File: src/rtl/lfsr_pkg.sv
// rtl/lfsr_pkg.sv - tap table and mode constants shared by the LFSR generator
package lfsr_pkg;

  // Generator form; the value matches the encoding of the mode port
  typedef enum logic {
    LFSR_FIB = 1'b0,
    LFSR_GAL = 1'b1
  } lfsr_mode_e;

  // Maximal-length tap mask for widths 3..32, bit k set means stage k+1 is tapped.
  // Illegal widths return zero so a bad WIDTH shows up as a stuck generator.
  function automatic logic [31:0] lfsr_taps(input int width);
    case (width)
      3:       return 32'h0000_0006;
      4:       return 32'h0000_000C;
      5:       return 32'h0000_0014;
      6:       return 32'h0000_0030;
      7:       return 32'h0000_0060;
      8:       return 32'h0000_00B8;
      9:       return 32'h0000_0110;
      10:      return 32'h0000_0240;
      11:      return 32'h0000_0500;
      12:      return 32'h0000_0829;
      13:      return 32'h0000_100D;
      14:      return 32'h0000_2015;
      15:      return 32'h0000_6000;
      16:      return 32'h0000_D008;
      17:      return 32'h0001_2000;
      18:      return 32'h0002_0400;
      19:      return 32'h0004_0023;
      20:      return 32'h0009_0000;
      21:      return 32'h0014_0000;
      22:      return 32'h0030_0000;
      23:      return 32'h0042_0000;
      24:      return 32'h00E1_0000;
      25:      return 32'h0120_0000;
      26:      return 32'h0200_0023;
      27:      return 32'h0400_0013;
      28:      return 32'h0900_0000;
      29:      return 32'h1400_0000;
      30:      return 32'h2000_0029;
      31:      return 32'h4800_0000;
      32:      return 32'h8020_0003;
      default: return 32'h0000_0000;
    endcase
  endfunction

endpackage

File: src/rtl/lfsr_step.sv
// rtl/lfsr_step.sv - one combinational LFSR advance in Fibonacci or Galois form
module lfsr_step
  import lfsr_pkg::*;
#(
  parameter int               WIDTH = 20,
  parameter logic [WIDTH-1:0] TAPS  = '0
) (
  input  logic             mode,
  input  logic [WIDTH-1:0] q,
  output logic [WIDTH-1:0] q_next
);

  // Galois toggle pattern: the tap mask shifted up, with the feedback landing in bit 0
  localparam logic [WIDTH-1:0] GAL_MASK = {TAPS[WIDTH-2:0], 1'b1};

  logic             fib_fb;
  logic [WIDTH-1:0] fib_next;
  logic [WIDTH-1:0] gal_next;

  assign fib_fb   = ^(q & TAPS);
  assign fib_next = {q[WIDTH-2:0], fib_fb};
  assign gal_next = {q[WIDTH-2:0], 1'b0} ^ (q[WIDTH-1] ? GAL_MASK : '0);

  // Select the active form
  always_comb begin
    q_next = fib_next;
    if (mode == LFSR_GAL) q_next = gal_next;
  end

endmodule

File: src/rtl/lfsr_gen.sv
// rtl/lfsr_gen.sv - maximal-length LFSR with seed load, runtime mode and leapfrog stepping
module lfsr_gen
  import lfsr_pkg::*;
#(
  parameter int               WIDTH    = 20,
  parameter int               STEP     = 1,
  parameter logic [WIDTH-1:0] SEED     = WIDTH'(1),
  parameter logic             MODE_RST = 1'b0
) (
  input  logic             clk,
  input  logic             rst,
  input  logic             en,
  input  logic             load,
  input  logic             mode,
  input  logic [WIDTH-1:0] seed_in,
  output logic [WIDTH-1:0] Q_out,
  output logic             max_tick,
  output logic             seed_err
);

  localparam logic [31:0]      TAPS_ALL = lfsr_taps(WIDTH);
  localparam logic [WIDTH-1:0] TAPS     = TAPS_ALL[WIDTH-1:0];

  logic [WIDTH-1:0] q;
  logic [WIDTH-1:0] origin;
  lfsr_mode_e       mode_r;
  logic [WIDTH-1:0] q_adv;
  logic             seed_zero;
  logic [WIDTH-1:0] seed_val;

  // A zero seed would lock the register up, so it is replaced by SEED
  assign seed_zero = (seed_in == '0);
  assign seed_val  = seed_zero ? SEED : seed_in;

  // Chain of STEP single-step stages; each stage feeds the next
  for (genvar i = 0; i < STEP; i++) begin : stage
    logic [WIDTH-1:0] cur;
    logic [WIDTH-1:0] nxt;
    if (i == 0) begin : g_first
      assign cur = q;
    end else begin : g_rest
      assign cur = stage[i-1].nxt;
    end
    lfsr_step #(
      .WIDTH (WIDTH),
      .TAPS  (TAPS)
    ) u_step (
      .mode   (mode_r),
      .q      (cur),
      .q_next (nxt)
    );
  end

  assign q_adv = stage[STEP-1].nxt;

  // State update with priority reset > load > advance > hold; pulses are registered with Q
  always_ff @(posedge clk or posedge rst) begin
    if (rst) begin
      q        <= SEED;
      origin   <= SEED;
      mode_r   <= lfsr_mode_e'(MODE_RST);
      max_tick <= 1'b0;
      seed_err <= 1'b0;
    end else if (load) begin
      q        <= seed_val;
      origin   <= seed_val;
      mode_r   <= lfsr_mode_e'(mode);
      max_tick <= 1'b0;
      seed_err <= seed_zero;
    end else if (en) begin
      q        <= q_adv;
      max_tick <= (q_adv == origin);
      seed_err <= 1'b0;
    end else begin
      max_tick <= 1'b0;
      seed_err <= 1'b0;
    end
  end

  assign Q_out = q;

endmodule

File: config.mk
export PLATFORM = sky130hd
export DESIGN_NAME = lfsr_gen
export DESIGN_NICKNAME = d
export VERILOG_FILES = /design/src/rtl/lfsr_pkg.sv /design/src/rtl/lfsr_step.sv /design/src/rtl/lfsr_gen.sv
export SDC_FILE = /design/constraint.sdc
export NUM_CORES = 1
export LEC_CHECK = 0
export CAP_MARGIN = 20
export CORE_ASPECT_RATIO = 1.25
export CORE_MARGIN = 5
export CORE_UTILIZATION = 40
export CTS_BUF_LIST = sky130_fd_sc_hd__clkbuf_16
export DETAILED_ROUTE_END_ITERATION = 7
export GPL_ROUTABILITY_DRIVEN = 0
export GPL_TIMING_DRIVEN = 1
export PLACE_DENSITY = 0.72
export REMOVE_ABC_BUFFERS = 1
export SYNTH_ARGS = -nofsm -noshare
export SYNTH_HDL_FRONTEND = slang
export SYNTH_SLANG_ARGS = --single-unit
File: constraint.sdc
create_clock -name clk -period 1.9 [get_ports clk]
set_clock_uncertainty 0.1 [all_clocks]
set_input_delay 0.38 -clock clk [delete_from_list [all_inputs] [get_ports clk]]
set_output_delay 0.38 -clock clk [all_outputs]
set_load 0.1 [all_outputs]
==> results of run 1 <==
## Yosys cell counts, types with 2 or more instances
master    count
o21a_1        2
buf_6         2
nand2_1      24
nand4_1       2
dfstp_2       2
xor2_1       16
dfrtp_1      41
nor2b_1       3
nand3_1       2
nand2b_1      3
nor2_1        2
buf_2         5
mux2i_1      19
o21ai_0      39
clkbuf_1      4
nor4_2        3
nor4_1        6
xnor2_1       3
nand3b_1      2
inv_1        21
## power by group through the flow
stage	Sequential [uW]	Combinational [uW]	Clock, uW
2_1_floorplan	1430	200	0
3_3_place_gp	1140	858	0
3_5_place_dp	1140	869	0
4_1_cts	1130	875	820
5_1_grt	1140	915	863
6_report	1130	868	811
## per-layer routing
layer	global-route usage [%]	vias up	wire length, microns
li1	-	808	-
met1	19.8	804	2010
met2	27.3	44	2760
met3	3.09	6	221
met4	5.34	0	76
met5	0	-	0
## per-stage QoR
step,total power [uW],setup TNS (ns),utilization (%)
floorplan,1630,-0.0170,-
global placement,2000,-0.109,56.4
detailed placement,2010,-0.142,56.4
CTS,2820,0,59.2
global route,2920,0,59.2
finish,2810,0,59.2
## state kept, by name, summed over array words and instances, names as in the netlist
name,flops
Q_out,20
max_tick,1
mode_r,1
origin,20
seed_err,1
## logic make-up after synthesis
| family | count (synthesis) | synth area share [%] |
|---|---|---|
| muxes | 20 | 9.61 |
| xor gates and xnor gates | 19 | 7.94 |
| AOI/OAI and AO/OA | 47 | 12.2 |
| buffers and inverters | 32 | 6.74 |
| and+or+nand+nor | 48 | 12.1 |
| DFF | 43 | 51.4 |
## path summary, 6_finish.rpt
| check | start | end | slack (ns) | depth (start not counted) |
|---|---|---|---|---|
| max | seed_in[15] | Q_out[0]$_DFFE_PP1P_ | 0.18 | 6 |
| min | rst | Q_out[11]$_DFFE_PP0P_ | 0.35 | 3 |
| max reg2reg | Q_out[5]$_DFFE_PP0P_ | max_tick$_DFF_PP0_ | 0.29 | 4 |
| min reg2reg | origin[4]$_DFFE_PP0P_ | origin[4]$_DFFE_PP0P_ | 0.44 | 2 |
| max in group asynchronous | rst | origin[0]$_DFFE_PP1P_ | 1.08 | 3 |
| min in group clk | origin[4]$_DFFE_PP0P_ | origin[4]$_DFFE_PP0P_ | 0.44 | 2 |
## layout make-up
cell class	count	area [sq um]
sequential	43	1080
timing repair buffer	54	753
inverter	21	78.8
multi-input combinational	134	877
tap	62	77.6
fill	415	2070
clock inverter	3	16.3
clock buffer	5	125
## layout by cell type, fill, tap and decap left out, drive strengths merged
cell type	n
clkinvlp	1
nand2	24
nor2b	3
a31oi	1
buf	30
nand3	2
mux2	1
dfrtp	41
xnor2	3
clkdlybuf4s50	24
clkbuf	5
nor3	1
nand2b	3
nor4	9
a21bo	1
o221ai	1
clkinv	1
a21oi	1
xor2	16
o211ai	1
nand4	2
o21ai	39
mux2i	19
nor2	2
a311oi	1
o21a	2
dfstp	2
nand3b	2
inv	22
## worst max-delay path, cell delays in order
cell and delay (ns):
clkdlybuf4s50_1 0.43, nor4_1 0.37, buf_4 0.17, nand3_1 0.09, o21ai_0 0.24, o21a_1 0.16
==> impl_metrics.csv, run 1 <==
group,metric,value,unit
outcome,status,"finished clean",
synth,synthArstFlopShare,100,%
final_layout,final_nets,284,
detailed_routing,first_iter_violations,159,
synth,synth_flop_cell,"dfrtp_1",
synth,synth_largest_area_cell,"dfrtp_1",
detailed_routing,routedWlPerCell,15.7,microns
clock_network,tritoncts,"built",
sta,setup-violations-final,0,
global_routing,grt_antenna_before_repair,0,
sta,slew_viol_final,0,
setup_path,critPathLaunchType,"input pin",
synth,syn-cell-area,0.00210,sq mm
floorplan,initial_core_util,41.3,%
power_and_ir_drop,switching_share,35.0,%
sta,worstMarginPinSlew,0.396,ns
power_and_ir_drop,p_int,1820,uW
clock_network,postCtsHoldBufs,0,
floorplan,die_area,0.00680,sq mm
setup_path,worstPathRequired,2.02,ns
final_layout,area_growth,43.4,%
floorplan,die_w,74.8,microns
synth,syn-mean-instance-area,10.0,sq um
synth,synth-seq-cells,43,
power_and_ir_drop,p_sw,983,uW
power_and_ir_drop,pwr-share-seq,40.2,%
synth,synth_top_area_share,48.9,%
sta,fmax,0.581,GHz
power_and_ir_drop,leakage,0.00137,uW
global_routing,grt_max_degree,48,
min_path,hold_class,"in2async",
clock_network,clk_pin_slew,0.06,ns
clock_network,cts-resized-gates,0,
power_and_ir_drop,vdd_ir_drop_max,0.000649,V
setup_path,critPathKind,"in2reg",
synth,synth-seq-area-share,51.4,%
synth,netlist_instances,209,
placement,dp.cells,314,
sta,whs,0.354,ns
power_and_ir_drop,p_per_area,934,mW/mm^2
placement,dp_hpwl,3670,microns
global_routing,grt_pass1_wl,8450,microns
global_routing,grt_pass1_vias,1758,
clock_network,cts_max_level,2,
setup_path,cp-end-kind,"flip-flop",
floorplan,core_area,0.00508,sq mm
clock_network,worst_skew_pair.late_latency,0.28,ns
synth,synth_edf_count,0,
final_layout,fin_cells,322,
setup_path,worstPathArrival,1.84,ns
clock_network,clock_path_buffers,2,
flow_run,max-cap-violations,0,
final_layout,post-route-cell-area,0.00301,sq mm
power_and_ir_drop,p_clk_share,28.9,%
clock_network,cts_buffers,5,
detailed_routing,wirelength,5070,microns
sta,slew_headroom,73.6,%
clock_network,cts_setup_buffers,0,
floorplan,dieHeight,91.0,microns
sta,rsz0062_at_grt,"no",
synth,ys_types,28,
power_and_ir_drop,p_comb_share,30.9,%
sta,min_period_over_period,90.5,%
sta,layout_setup_ws,0.180,ns
sta,period_minus_slack,1.72,ns
detailed_routing,ant_nets,0,
sta,final_hold_viol_count,0,
final_layout,antenna_cells,0,
global_routing,grt_overflow,0,
setup_path,crit_fanout,2,
synth,synth_area_leaders,"dfrtp_1 49%, o21ai_0 9.3%, mux2i_1 9.1%",
detailed_routing,drt_pass1_iterations,4,
placement,placed_cell_area,0.00287,sq mm
clock_network,cts_root_buf,"clkbuf_16",
floorplan,num_rows,29,
floorplan,ios,47,
placement,io_buffers,46,
global_routing,grt_util_all_layers,16.0,%
detailed_routing,vias_per_cell,5.16,
detailed_routing,drc,0,
detailed_routing,num_vias,1662,
synth,ys_warn_count,0,
clock_network,cts.sinks,43,
placement,dp_slack,-0.0771,ns
final_layout,drive_above_1_share,16.9,%
Note: power is estimated with default switching activity, not from simulation.
==> inputs of run 2 (changes only) <==
DONT_BUFFER_PORTS = 1   (was not set)
PLACE_DENSITY = 0.6   (was 0.72)
==> run 2 against run 1 <==
  * Hold slack lost 0.34 ns
  * Non-clock buffer count down 31
  * Power shrank 3.8%
  * Die area unchanged
  * First-iteration DRC count down 43%
  * Routed wire length down 4.9%
  * Count of clock-buffer cells in the layout unchanged
  * Setup slack improved by 0.066 ns
  * Combinational power shrank 23%
  * Via count fell by 9.1%
  * Global-route usage down 0.46 points
  * Largest cell class unchanged
  * Largest power group unchanged
==> impl_metrics.csv, run 2 (synthesis results as in run 1) <==
group,metric,value,unit
setup_path,cpLargestDelayFamily,"flip-flops",
final_layout,final_nets,253,
setup_path,r2r_cells,4,
setup_path,critPathKind,"reg2out",
clock_network,cts_buffers,5,
detailed_routing,num_vias,1511,
floorplan,core_area,0.00508,sq mm
sta,period_minus_slack,1.65,ns
clock_network,cts-resized-gates,0,
sta,min_period_over_period,87.1,%
final_layout,final_common_cell,"dfrtp_1",
global_routing,grt_pass1_wl,8070,microns
floorplan,dieHeight,91.0,microns
global_routing,grt_antenna_before_repair,0,
setup_path,crit_fanout,10,
floorplan,ios,47,
clock_network,postCtsHoldBufs,0,
sta,setup_tns,0,ns
power_and_ir_drop,vdd_ir_drop_max,0.000846,V
detailed_routing,drc,0,
setup_path,path_buf_inv,1,
final_layout,antenna_cells,0,
power_and_ir_drop,leakage,0.00115,uW
floorplan,die_w,74.8,microns
floorplan,die_area,0.00680,sq mm
floorplan,initial_core_util,41.3,%
detailed_routing,vias_per_cell,5.19,
setup_path,worstPathArrival,1.17,ns
sta,worstMarginPinSlew,0.550,ns
setup_path,cp_cell_sequence,"buf_4",
setup_path,crit_cells,1,
min_path,hold_class,"in2async",
clock_network,tritoncts,"built",
power_and_ir_drop,p_per_area,1100,mW/mm^2
setup_path,critPathSlowestCell,"dfrtp_1",
detailed_routing,drt_pass1_iterations,4,
clock_network,cts.sinks,43,
placement,dp_hpwl,3530,microns
setup_path,slowest_delay,0.54,ns
final_layout,final_cell_mix,"41 x dfrtp_1, 39 x o21ai_0, 24 x nand2_1",
setup_path,worstPathRequired,1.42,ns
setup_path,critPathLaunchType,"flip-flop",
clock_network,cts_max_level,2,
sta,setup-violations-final,0,
sta,rsz0062_at_grt,"no",
clock_network,cts_setup_buffers,0,
global_routing,grt_overflow,0,
detailed_routing,ant_nets,0,
global_routing,grt_util_all_layers,15.5,%
final_layout,post-route-util,48.2,%
power_and_ir_drop,finalPower,2700,uW
clock_network,clk_pin_slew,0.06,ns
flow_run,max-cap-violations,0,
sta,fmax,0.605,GHz
outcome,status,"finished clean",
detailed_routing,wirelength,4820,microns
detailed_routing,routedWlPerCell,16.6,microns
final_layout,drive_above_1_share,16.2,%
final_layout,area_growth,16.8,%
sta,whs,0.00893,ns
sta,slew_headroom,63.3,%
sta,final_hold_viol_count,0,
setup_path,cp-end-kind,"output port",
detailed_routing,first_iter_violations,91,
global_routing,grt_max_degree,62,
global_routing,grt_pass1_vias,1568,
sta,slew_viol_final,0,
clock_network,cts_root_buf,"clkbuf_16",
placement,io_buffers,0,
clock_network,worst_skew_pair.late_latency,0.28,ns
floorplan,num_rows,29,
clock_network,clock_path_buffers,2,
run 2: cell types whose count changed in the layout (fill, tap and decap cells not counted), sizes merged:
cell / change
bufinv: +1
buf: -7
inv: -2
clkinvlp: -1
clkdlybuf4s50: -24
clkinv: +2
run 2: worst register-to-register path, cell delays in order, from the launching register on:
cell      delay, ns
dfrtp_1        0.39
xor2_1         0.17
nor4_1         0.36
nand4_1        0.14
a311oi_1       0.22
run 2: cell type report:
class	count	area, sq um
flip-flops and latches	43	1080
well taps	62	77.6
multi-input cells	134	877
repair buffers	23	173
fillers	514	2630
clock buffers	5	125
inverters	21	78.8
clock inverters	3	38.8
run 2: per-stage QoR:
| step | instance area (sq um) | std cells | setup WS, ns |
|---|---|---|---|
| 6_report | 2450 | 291 | 0.246 |
| 5_1_grt | 2450 | 291 | 0.171 |
| 4_1_cts | 2450 | 291 | 0.228 |
| 3_5_place_dp | 2280 | 283 | 0.255 |
| 3_3_place_gp | 2280 | 283 | 0.284 |
| 2_1_floorplan | 2030 | 198 | -0.0170 |
run 2: where the power goes:
| group | switching [uW] | internal [uW] |
|---|---|---|
| registers | 75.9 | 1010 |
| clock network | 335 | 613 |
| logic | 499 | 174 |
| total | 910 | 1790 |
run 2: layer usage:
layer,vias up,routed length (microns),track usage [%]
li1,742,-,-
met1,727,2020,21.0
met2,38,2410,23.2
met3,4,329,5.19
met4,0,63,5.04
met5,-,0,0
run 2: final timing paths:
kind,start,end,slack (ns)
max in group asynchronous,rst,origin[0]$_DFFE_PP1P_,1.30
min reg2reg,origin[3]$_DFFE_PP0P_,origin[3]$_DFFE_PP0P_,0.44
min in group clk,load,Q_out[19]$_DFFE_PP0P_,0.11
max,Q_out[19]$_DFFE_PP0P_,Q_out[19],0.25
min,rst,Q_out[10]$_DFFE_PP0P_,0.009
max reg2reg,Q_out[2]$_DFFE_PP0P_,max_tick$_DFF_PP0_,0.43
==> inputs of run 3 (changes only) <==
TNS_END_PERCENT = 1   (was not set)
clock period = 1.8 ns   (was 1.9 ns; I/O delays follow)
==> run 3 against run 2 <==
  * The flow now finishes with violations (hold timing)
  * Register-to-register slack worse by 0.19 ns
  * Cell count is the same
  * Clock power is 9.9% lower
  * Critical path type unchanged
  * Critical endpoint unchanged
  * Largest cell class unchanged
==> impl_metrics.csv, run 3 (synthesis results as in run 1) <==
group,metric,value,unit
power_and_ir_drop,p_int,1750,uW
global_routing,grt_pass1_wl,8320,microns
power_and_ir_drop,p_comb_share,26.3,%
power_and_ir_drop,p_sw,958,uW
sta,period_minus_slack,1.65,ns
detailed_routing,ant_nets,0,
min_path,hold_class,"in2async",
power_and_ir_drop,p_per_area,1120,mW/mm^2
detailed_routing,num_vias,1525,
sta,whs,-0.0169,ns
sta,rsz0062_at_grt,"no",
floorplan,initial_core_util,41.3,%
detailed_routing,routedWlPerCell,16.8,microns
final_layout,fin_cells,291,
setup_path,path_buf_inv,1,
setup_path,cpLargestDelayFamily,"flip-flops",
detailed_routing,wirelength,4880,microns
power_and_ir_drop,pwr-share-seq,42.2,%
placement,dp_slack,0.156,ns
clock_network,cts_root_buf,"clkbuf_16",
setup_path,worstPathArrival,1.19,ns
sta,final_hold_viol_count,7,
clock_network,worst_skew_pair.late_latency,0.28,ns
global_routing,grt_antenna_before_repair,0,
placement,dp.cells,283,
clock_network,cts_max_level,2,
sta,fmax,0.606,GHz
power_and_ir_drop,leakage,0.00115,uW
power_and_ir_drop,switching_share,35.4,%
setup_path,critPathLaunchType,"flip-flop",
final_layout,final_nets,253,
detailed_routing,drt_pass1_iterations,4,
placement,io_buffers,0,
clock_network,clk_pin_slew,0.06,ns
clock_network,cts_setup_buffers,0,
floorplan,die_w,74.8,microns
sta,min_period_over_period,91.7,%
clock_network,clock_path_buffers,2,
setup_path,slowest_delay,0.55,ns
setup_path,cp_cell_sequence,"buf_4",
global_routing,grt_util_all_layers,16.1,%
flow_run,max-cap-violations,0,
clock_network,tritoncts,"built",
final_layout,final_cell_mix,"41 x dfrtp_1, 39 x o21ai_0, 24 x nand2_1",
detailed_routing,vias_per_cell,5.24,
global_routing,grt_pass1_vias,1604,
final_layout,drive_above_1_share,16.6,%
setup_path,crit_fanout,10,
setup_path,worstPathRequired,1.34,ns
sta,layout_setup_ws,0.149,ns
placement,dp_hpwl,3600,microns
final_layout,area_growth,15.6,%
clock_network,cts_buffers,5,
floorplan,num_rows,29,
detailed_routing,drc,0,
setup_path,critPathKind,"reg2out",
detailed_routing,first_iter_violations,132,
sta,slew_viol_final,0,
outcome,status,"finished, violations left",
outcome,violations,"hold timing",
floorplan,ios,47,
clock_network,cts.sinks,43,
sta,worstMarginPinSlew,0.554,ns
final_layout,antenna_cells,0,
sta,slew_headroom,62.7,%
sta,setup-violations-final,0,
final_layout,final_common_cell,"dfrtp_1",
floorplan,dieHeight,91.0,microns
floorplan,core_area,0.00508,sq mm
global_routing,grt_max_degree,62,
global_routing,grt_overflow,0,
clock_network,postCtsHoldBufs,0,
setup_path,critPathSlowestCell,"dfrtp_1",
setup_path,cp-end-kind,"output port",
power_and_ir_drop,p_clk_share,31.5,%
power_and_ir_drop,finalPower,2710,uW
clock_network,cts-resized-gates,0,
floorplan,die_area,0.00680,sq mm
power_and_ir_drop,vdd_ir_drop_max,0.000936,V
==> run 3: cell types whose count changed in the layout (fill, tap and decap cells not counted) <==
cell       delta
clkinv_2      +2
bufinv_16     -1
clkinv_1      -1
==> run 3: area by class of cell <==
class / count / area, sq um
flip-flops and latches: 43 / 1080
multi-input cells: 134 / 877
clock buffers: 5 / 125
fillers: 509 / 2660
inverters: 21 / 78.8
well taps: 62 / 77.6
clock inverters: 3 / 15.0
repair buffers: 23 / 173
==> run 3: stage by stage <==
stage | utilization [%] | area [sq um] | TNS (ns) | hold slack [ns]
6_report | 47.7 | 2420 | 0 | -0.0169
5_1_grt | 47.7 | 2420 | 0 | 0.0387
4_1_cts | 47.7 | 2420 | 0 | 0.0126
3_5_place_dp | 45.0 | 2280 | 0 | 0.315
3_3_place_gp | 45.0 | 2280 | 0 | 0.318
2_1_floorplan | - | 2030 | -0.117 | 0.356
==> run 3: per-layer routing <==
layer  vias to the layer above  global-route usage (%)  share of wire, %
met5                         -                       0                 0
met4                         0                    5.93               1.8
met3                         6                    4.20               6.6
met2                        35                    25.0                50
met1                       738                    21.4                41
li1                        746                       -                 -
==> run 3: final timing paths <==
kind / start / end / slack, ns / depth (start not counted)
max reg2reg: Q_out[19]$_DFFE_PP0P_ / max_tick$_DFF_PP0_ / 0.24 / 4
max in group asynchronous: rst / origin[0]$_DFFE_PP1P_ / 1.21 / 2
min reg2reg: origin[2]$_DFFE_PP0P_ / origin[2]$_DFFE_PP0P_ / 0.43 / 2
min: rst / Q_out[11]$_DFFE_PP0P_ / -0.02 / 2
max: Q_out[19]$_DFFE_PP0P_ / Q_out[19] / 0.15 / 1
min in group clk: load / Q_out[16]$_DFFE_PP0P_ / 0.09 / 1
==> run 3: power by group through the flow <==
stage               logic, uW  registers [uW]  clock network [uW]
floorplan                 211            1510                   0
global placement          713            1160                   0
detailed placement        718            1160                   0
CTS                       720            1140                 872
global route              764            1160                 927
finish                    711            1140                 854
